$ cat config.mk
export PLATFORM = sky130hd
export DESIGN_NAME = gmii_mac_tx
export DESIGN_NICKNAME = d
export VERILOG_FILES = /design/src/rtl/gmii_mac_tx.sv
export SDC_FILE = /design/constraint.sdc
export NUM_CORES = 1
export LEC_CHECK = 0
export CAP_MARGIN = 40
export CORE_ASPECT_RATIO = 0.6
export CORE_UTILIZATION = 30
export DETAILED_ROUTE_END_ITERATION = 6
export SLEW_MARGIN = 0
export SYNTH_ARGS = -nofsm -noshare
export SYNTH_HDL_FRONTEND = slang
export SYNTH_SLANG_ARGS = --single-unit
export TNS_END_PERCENT = 50
$ cat constraint.sdc
create_clock -name gmii_tx_clk -period 5.7 [get_ports gmii_tx_clk]
set_clock_uncertainty 0.1 [all_clocks]
set_input_delay 1.14 -clock gmii_tx_clk [delete_from_list [all_inputs] [get_ports gmii_tx_clk]]
set_output_delay 1.14 -clock gmii_tx_clk [all_outputs]
set_load 0.03 [all_outputs]
$ cat src/rtl/gmii_mac_tx.sv
// gmii_mac_tx: GMII transmit framer; adds preamble/SFD, zero pad to MIN_FRAME,
// CRC-32 FCS and the inter-frame gap around a body read from a synchronous FIFO.
module gmii_mac_tx #(
  parameter int MIN_FRAME  = 60,
  parameter int IFG_CYCLES = 12
) (
  input  logic        gmii_tx_clk,
  input  logic        rst_n,
  input  logic        tx_start_en,
  input  logic [15:0] tx_byte_num,
  input  logic [7:0]  tx_data,
  output logic        tx_req,
  output logic        tx_busy,
  output logic        tx_done,
  output logic        gmii_tx_en,
  output logic [7:0]  gmii_txd
);
  typedef enum logic [2:0] {IDLE, PREAMBLE, SFD, DATA, PAD, FCS, IFG} state_t;
  localparam logic [16:0] MIN_W    = 17'(MIN_FRAME);
  localparam logic [15:0] IFG_LAST = 16'(IFG_CYCLES - 1);
  state_t      state_q, state_d;
  logic [15:0] cnt_q, cnt_d, n_q, n_d;
  logic [31:0] crc_q, crc_d;
  logic        tx_req_d, tx_busy_d, tx_done_d, gmii_tx_en_d;
  logic [7:0]  gmii_txd_d;
  logic        short_w;
  function automatic logic [31:0] crc_byte(input logic [31:0] c, input logic [7:0] b);
    logic [31:0] r;
    r = c;
    for (int i = 0; i < 8; i++) r = {1'b0, r[31:1]} ^ ((r[0] ^ b[i]) ? 32'hEDB88320 : 32'h0);
    return r;
  endfunction
  always_ff @(posedge gmii_tx_clk or negedge rst_n)
    if (!rst_n) begin
      state_q    <= IDLE;
      cnt_q      <= '0;
      n_q        <= '0;
      crc_q      <= '1;
      tx_req     <= 1'b0;
      tx_busy    <= 1'b0;
      tx_done    <= 1'b0;
      gmii_tx_en <= 1'b0;
      gmii_txd   <= '0;
    end else begin
      state_q    <= state_d;
      cnt_q      <= cnt_d;
      n_q        <= n_d;
      crc_q      <= crc_d;
      tx_req     <= tx_req_d;
      tx_busy    <= tx_busy_d;
      tx_done    <= tx_done_d;
      gmii_tx_en <= gmii_tx_en_d;
      gmii_txd   <= gmii_txd_d;
    end
  // cnt counts body bytes continuously through DATA and PAD so PAD ends at MIN_FRAME
  always_comb begin
    state_d = state_q;
    cnt_d   = cnt_q + 16'd1;
    n_d     = n_q;
    short_w = {1'b0, n_q} < MIN_W;
    case (state_q)
      IDLE: begin
        cnt_d = '0;
        if (tx_start_en) begin
          state_d = PREAMBLE;
          n_d     = tx_byte_num;
        end
      end
      PREAMBLE: if (cnt_q == 16'd6) begin
        state_d = SFD;
        cnt_d   = '0;
      end
      SFD: begin
        cnt_d   = '0;
        state_d = (n_q != '0) ? DATA : (MIN_FRAME > 0) ? PAD : FCS;
      end
      DATA: if (cnt_d == n_q) begin
        state_d = short_w ? PAD : FCS;
        cnt_d   = short_w ? cnt_d : '0;
      end
      PAD: if ({1'b0, cnt_d} == MIN_W) begin
        state_d = FCS;
        cnt_d   = '0;
      end
      FCS: if (cnt_q == 16'd3) begin
        state_d = IFG;
        cnt_d   = '0;
      end
      IFG: if (cnt_q == IFG_LAST) begin
        state_d = IDLE;
        cnt_d   = '0;
      end
      default: begin
        state_d = IDLE;
        cnt_d   = '0;
      end
    endcase
  end
  // outputs are decoded from the next state so they are registered alongside it
  always_comb begin
    tx_busy_d    = state_d != IDLE;
    tx_done_d    = state_d == IFG && cnt_d == '0;
    gmii_tx_en_d = state_d inside {PREAMBLE, SFD, DATA, PAD, FCS};
    gmii_txd_d   = state_d == PREAMBLE ? 8'h55 :
                   state_d == SFD      ? 8'hD5 :
                   state_d == DATA     ? tx_data :
                   state_d == FCS      ? ~crc_q[{cnt_d[1:0], 3'b000} +: 8] : 8'h00;
    tx_req_d     = (state_d == PREAMBLE && cnt_d == 16'd6 && n_q != '0) ||
                   (state_d == SFD && n_q > 16'd1) ||
                   (state_d == DATA && {1'b0, cnt_d} + 17'd3 <= {1'b0, n_q});
    crc_d        = state_d == PREAMBLE ? '1 :
                   (state_d inside {DATA, PAD}) ? crc_byte(crc_q, gmii_txd_d) : crc_q;
  end
endmodule

## Word-level counts from Yosys, hierarchy flattened

Index checks and enable logic that the tools add are counted.

- Register bits: 79
- Input port bits: 27
- Output and inout bits: 12

- Add/sub/neg operators: 2
- Magnitude comparators: 3
- Equal/unequal tests: 18
- Shifts and indexed selects: 1
- Muxes and demuxes: 30
- Bitwise logic cells: 17
- Reduce and logical (&&, ||, !) cells: 15

Operators by type and width:

| kind | count |
|---|---|
| $mux 32 | 10 |
| $xor 31x32->32 | 8 |
| $mux 16 | 6 |
| $pmux 16 s5 | 1 |
| $eq 16x3->1 const B | 2 |
| $mux 8 | 4 |
| $shiftx 32x6->8 | 1 |
| $mux 3 | 7 |
| $pmux 3 s7 | 1 |
| $eq 3x3->1 const B | 6 |
| $add 16x2->17 const B | 1 |
| $le 17x16->1 | 1 |
| $add 16x1->16 const B | 1 |
| $eq 16x16->1 | 1 |
| $eq 16x2->1 const B | 1 |
| $eq 16x4->1 const B | 1 |
| $eq 16x6->1 const B | 1 |
| $gt 16x1->1 const B | 1 |
| $logic_not 16->1 | 1 |
| $lt 16x6->1 const B | 1 |
| $reduce_bool 16->1 | 1 |
| $eq 3x2->1 const B | 4 |
| $not 8->8 | 1 |
| $xor 1x1->1 | 8 |
| 9 further kinds | 16 |

## Longest topological paths before layout

- Depth in word-level cells: 36
- Depth in mapped cells: 29
- Gate-level depth less buffers: 26

## Worst setup path after synthesis

Ideal clock, no wire load.

- Path type: register -> register
- Start: register cnt_q[1]
- End: register tx_req
- Setup time: 0.087 ns
- Arrival time: 5.750 ns
- Data required time: 5.513 ns
- Path slack: -0.237 ns
- Cell stages (with the launch flop): 27
- Buffers on the path: 1
- Clock period less this slack: 5.937 ns
- Path through: dfrtp_1 ha_1 nand3_1 nor4_1 xnor3_1 o211ai_1 nor3b_2 a21oi_1 nor2_1 clkbuf_1 nor2_1 inv_1 ha_1 or4b_2 nor3_1 nand2b_1 or4_1 xnor2_1 nor2_1 ha_1 nand4_1 a21oi_1 o31a_1 o21a_1 o21ai_0 a21oi_1 o211ai_1

- Word-level cells in the longest chain between the ends: 9
- Elaborated cells between the ends (all ways): 31

RTL lines:

| element | line | source |
|---|---|---|
| from (decl) | 22 | `logic [15:0] cnt_q, cnt_d, n_q, n_d;` |
| from (signal assigned) | 46 | `cnt_q <= cnt_d;` |
| $add 16x1->16 | 58 | `cnt_d = cnt_q + 16'd1;` |
| $eq 16x6->1, or another cell as far along | 81 | `PAD: if ({1'b0, cnt_d} == MIN_W) begin` |
| $mux 16, on equally long branches | 81, 77 |  |
| $pmux 16 s5 * | 61 | `case (state_q)` |
| net cnt_d[1] | 22 |  |
| parallel branches: the longest is 4 deep, another holds $add 16x2->17 | n/a |  |
| $logic_or 1x1->1 * | 109 | `(state_d == SFD && n_q > 16'd1) \|\|` |
| net tx_req_d | 24 | `logic tx_req_d, tx_busy_d, tx_done_d, gmii_tx_en_d;` |
| to (signal assigned) | 49 | `tx_req <= tx_req_d;` |
| to (decl) | 12 | `output logic tx_req,` |

Mark *: on every way through the listed nets, which the timed path passes.
A chain may end at the register's enable or synchronous reset.

## Worst setup path in the final report

Same ends and word-level chain as after synthesis.

==> reports/results.ini <==
[timing]
hold_viol = 0
slew_violations = 0
holdWs_ns = 0.423
fin_ws_ns = 0.240
min_period_over_period_pct = 95.8
maxSlewHeadroom_pct = 40.4
max_freq_mhz = 183
period_minus_slack_ns = 5.46
worst_slew_pin_slew_ns = 0.894
setup_viol = 0

[placement]
dpl.cell_count = 1008
port_buffers = 38
place_ws_ns = 0.0310
place_congestion = 0.985
place_hpwl_um = 15900

[synthesis]
synth_area_leader_cell = dfrtp_1
postSynthAreaPerCell_um2 = 9.17
async_flop_share_pct = 100
synth_nets = 717
synthCells = 670
synth_enable_flop_cells = 0
syn_area_um2 = 6140
synth_ff_type = dfrtp_1
synth_top_area_share_pct = 19.1
yosys_warnings = 0
yosysSeqAreaShare_pct = 32.8
yosys_register_bits = 79
ys_top_cells_by_area = dfrtp_1, dfstp_2, xnor2_1, xor2_1, ha_1
synth_cell_types = 84

[detailed_routing]
routed_wl_um = 20100
via_per_inst = 5.28
drc = 0
drt_iter0_drc = 675
vias = 5465
dr.pass1.iters = 5
ant_nets = 0
routedWlPerCell_um = 19.4

[cts]
cts.clk_slew.worst_paths_ns = 0.07
htreeDepth = 3
cts_made_buffers = 9
clk_path_buf_depth = 2
clk_latency_ns = 0.35
cts_tree = yes
cts_sinks = 79
cts_hold_buf = 0
ctsRootBufferMaster = clkbuf_16

[setup_path]
crit_top_cell = o21a_1
arrival_ns = 5.62
path_max_fanout = 5
cpPeakStageDelay_ns = 0.57
endpoint_kind = register
critPathLaunchType = register
slowest_stage = or4_4
path_class = reg2reg
required_ns = 5.86

[flow_run]
drv_cap = 0

[final_layout]
drive_gt1_share_pct = 24.8
post-route-util_pct = 38.7
final_cell_count_no_fill = 1036
nets = 805
antenna_cells = 0
area_delta_synth_final_pct = 26.1

[die]
die_h_um = 113
dieArea_um2 = 21100
row_count = 40
core-area_um2 = 20000
start_util_pct = 30.7
die_w_um = 187
io_pins = 39

[power]
leakage_nw = 3.22
power_density_nw_per_um2 = 463
vdd_drop_max_mv = 0.267

[global_route]
gr-total-overflow = 0
antenna_found_initial = 0
grt_pass1_vias = 5019
grt_max_degree = 45
grt_use_total_pct = 19.4
grt_pass1_wl_um = 31200

[status]
status = finished, final reports clean

[hold_path]
hp-class = reg2reg

==> critical path, delay by kind of cell (launching register included) <==
kind            cells  cell delay (ns)
fa+ha+maj           1             0.31
flops               1             0.43
simple gates        6             1.49
buf+inv             3             0.38
compound gates     14             2.36
xor+xnor            2             0.29
==> synthesized netlist by cell type, types with 3 or more instances <==
master	n
a21oi_1	41
a211o_1	6
clkbuf_1	26
xnor2_1	67
mux2i_1	9
xnor3_1	5
or2_2	4
o21ai_0	33
and3_1	6
nand4_1	16
o211ai_1	5
ha_1	20
nor2b_1	6
nand2b_1	5
nor4_1	13
xor2_1	29
nor2_1	49
or3_1	7
a31oi_1	3
nand3b_1	4
inv_1	35
and2_1	3
xor2_2	4
buf_2	4
nor3_1	40
a21o_1	3
dfrtp_1	47
buf_4	5
o22ai_1	6
dfstp_2	32
nand3_1	15
nand2_1	43
o21a_1	8
xnor2_2	7
and4_1	3
==> path summary, 6_finish.rpt <==
check                                           start                    end  slack, ns  cells past startpoint
worst max-delay path               cnt_q[1]$_DFF_PN0_       tx_req$_DFF_PN0_       0.24                     26
worst min-delay path            crc_q[17]$_DFFE_PN1P_  crc_q[17]$_DFFE_PN1P_       0.42                      2
worst max register to register     cnt_q[1]$_DFF_PN0_       tx_req$_DFF_PN0_       0.24                     26
worst min register to register  crc_q[17]$_DFFE_PN1P_  crc_q[17]$_DFFE_PN1P_       0.42                      2
max in group asynchronous                       rst_n   crc_q[4]$_DFFE_PN1P_       3.87                      2
min in group asynchronous                       rst_n   state_q[1]$_DFF_PN0_       0.70                      1
==> state kept, by name, summed over array words and instances, names as in the netlist <==
signal and count:
crc_q 32, tx_busy 1, gmii_tx_en 1, tx_req 1, gmii_txd 8, n_q 16
state_q 3, tx_done 1, cnt_q 16
==> logic make-up after synthesis <==
logic type / after synthesis / share of synthesized area, %
buf+inv: 73 / 4.91
xor+xnor: 116 / 20.2
fa+ha+maj: 20 / 4.07
simple gates: 232 / 20.1
flops: 79 / 32.8
compound gates: 139 / 15.8
mux: 11 / 2.02
==> final cells by class <==
| cell class | count | area (um2) |
|---|---|---|
| clock buffer | 10 | 229 |
| clock inverter | 6 | 70.1 |
| fill | 2029 | 12300 |
| inverter | 36 | 138 |
| multi-input combinational | 518 | 3980 |
| sequential | 79 | 2020 |
| tap | 273 | 342 |
| timing repair buffer | 114 | 963 |
==> stage by stage <==
stage / total power, mW / area (um2) / setup TNS [ns]
4_1_cts: 3.55 / 7530 / 0
5_1_grt: 3.81 / 7740 / -0.0698
2_1_floorplan: 2.47 / 6170 / 0
3_3_place_gp: 2.92 / 7220 / 0
3_5_place_dp: 2.93 / 7220 / 0
6_report: 3.59 / 7740 / 0
==> repair_timing <==
item,CTS,global route
pin swaps,1,17
endpoints found under the setup margin,1,1
buffers inserted,0,12
resized for setup,1,30
==> routing by layer <==
layer  up-vias  routed length, um  track usage, %
met5         -                  0               0
met4         0                 77            2.68
met3         6               2790            7.29
met2       277               6740            21.7
met1      2617              10500            32.9
li1       2565                  -               -
==> cell usage in the layout, fill, tap and decap left out, types with 9 or more instances in the layout <==
| master | synthesis | routed |
|---|---|---|
| dfrtp_1 | 47 | 44 |
| a21oi_1 | 41 | 40 |
| xnor2_1 | 67 | 67 |
| ha_1 | 20 | 16 |
| mux2i_1 | 9 | 9 |
| nand4_1 | 16 | 16 |
| inv_1 | 35 | 34 |
| nor2_1 | 49 | 45 |
| nor3_1 | 40 | 39 |
| clkdlybuf4s50_1 | 0 | 37 |
| nand3_1 | 15 | 13 |
| nor4_1 | 13 | 11 |
| o21ai_0 | 33 | 31 |
| nand2_1 | 43 | 43 |
| xor2_1 | 29 | 28 |
| buf_4 | 5 | 73 |
| clkbuf_16 | 0 | 9 |
| dfstp_2 | 32 | 32 |
==> power by group <==
group | switching (mW) | internal [mW]
Clock | 0.265 | 0.344
Combinational | 0.964 | 0.982
Sequential | 0.180 | 0.852
Total | 1.41 | 2.18
Power figures use the tool's default switching activity.
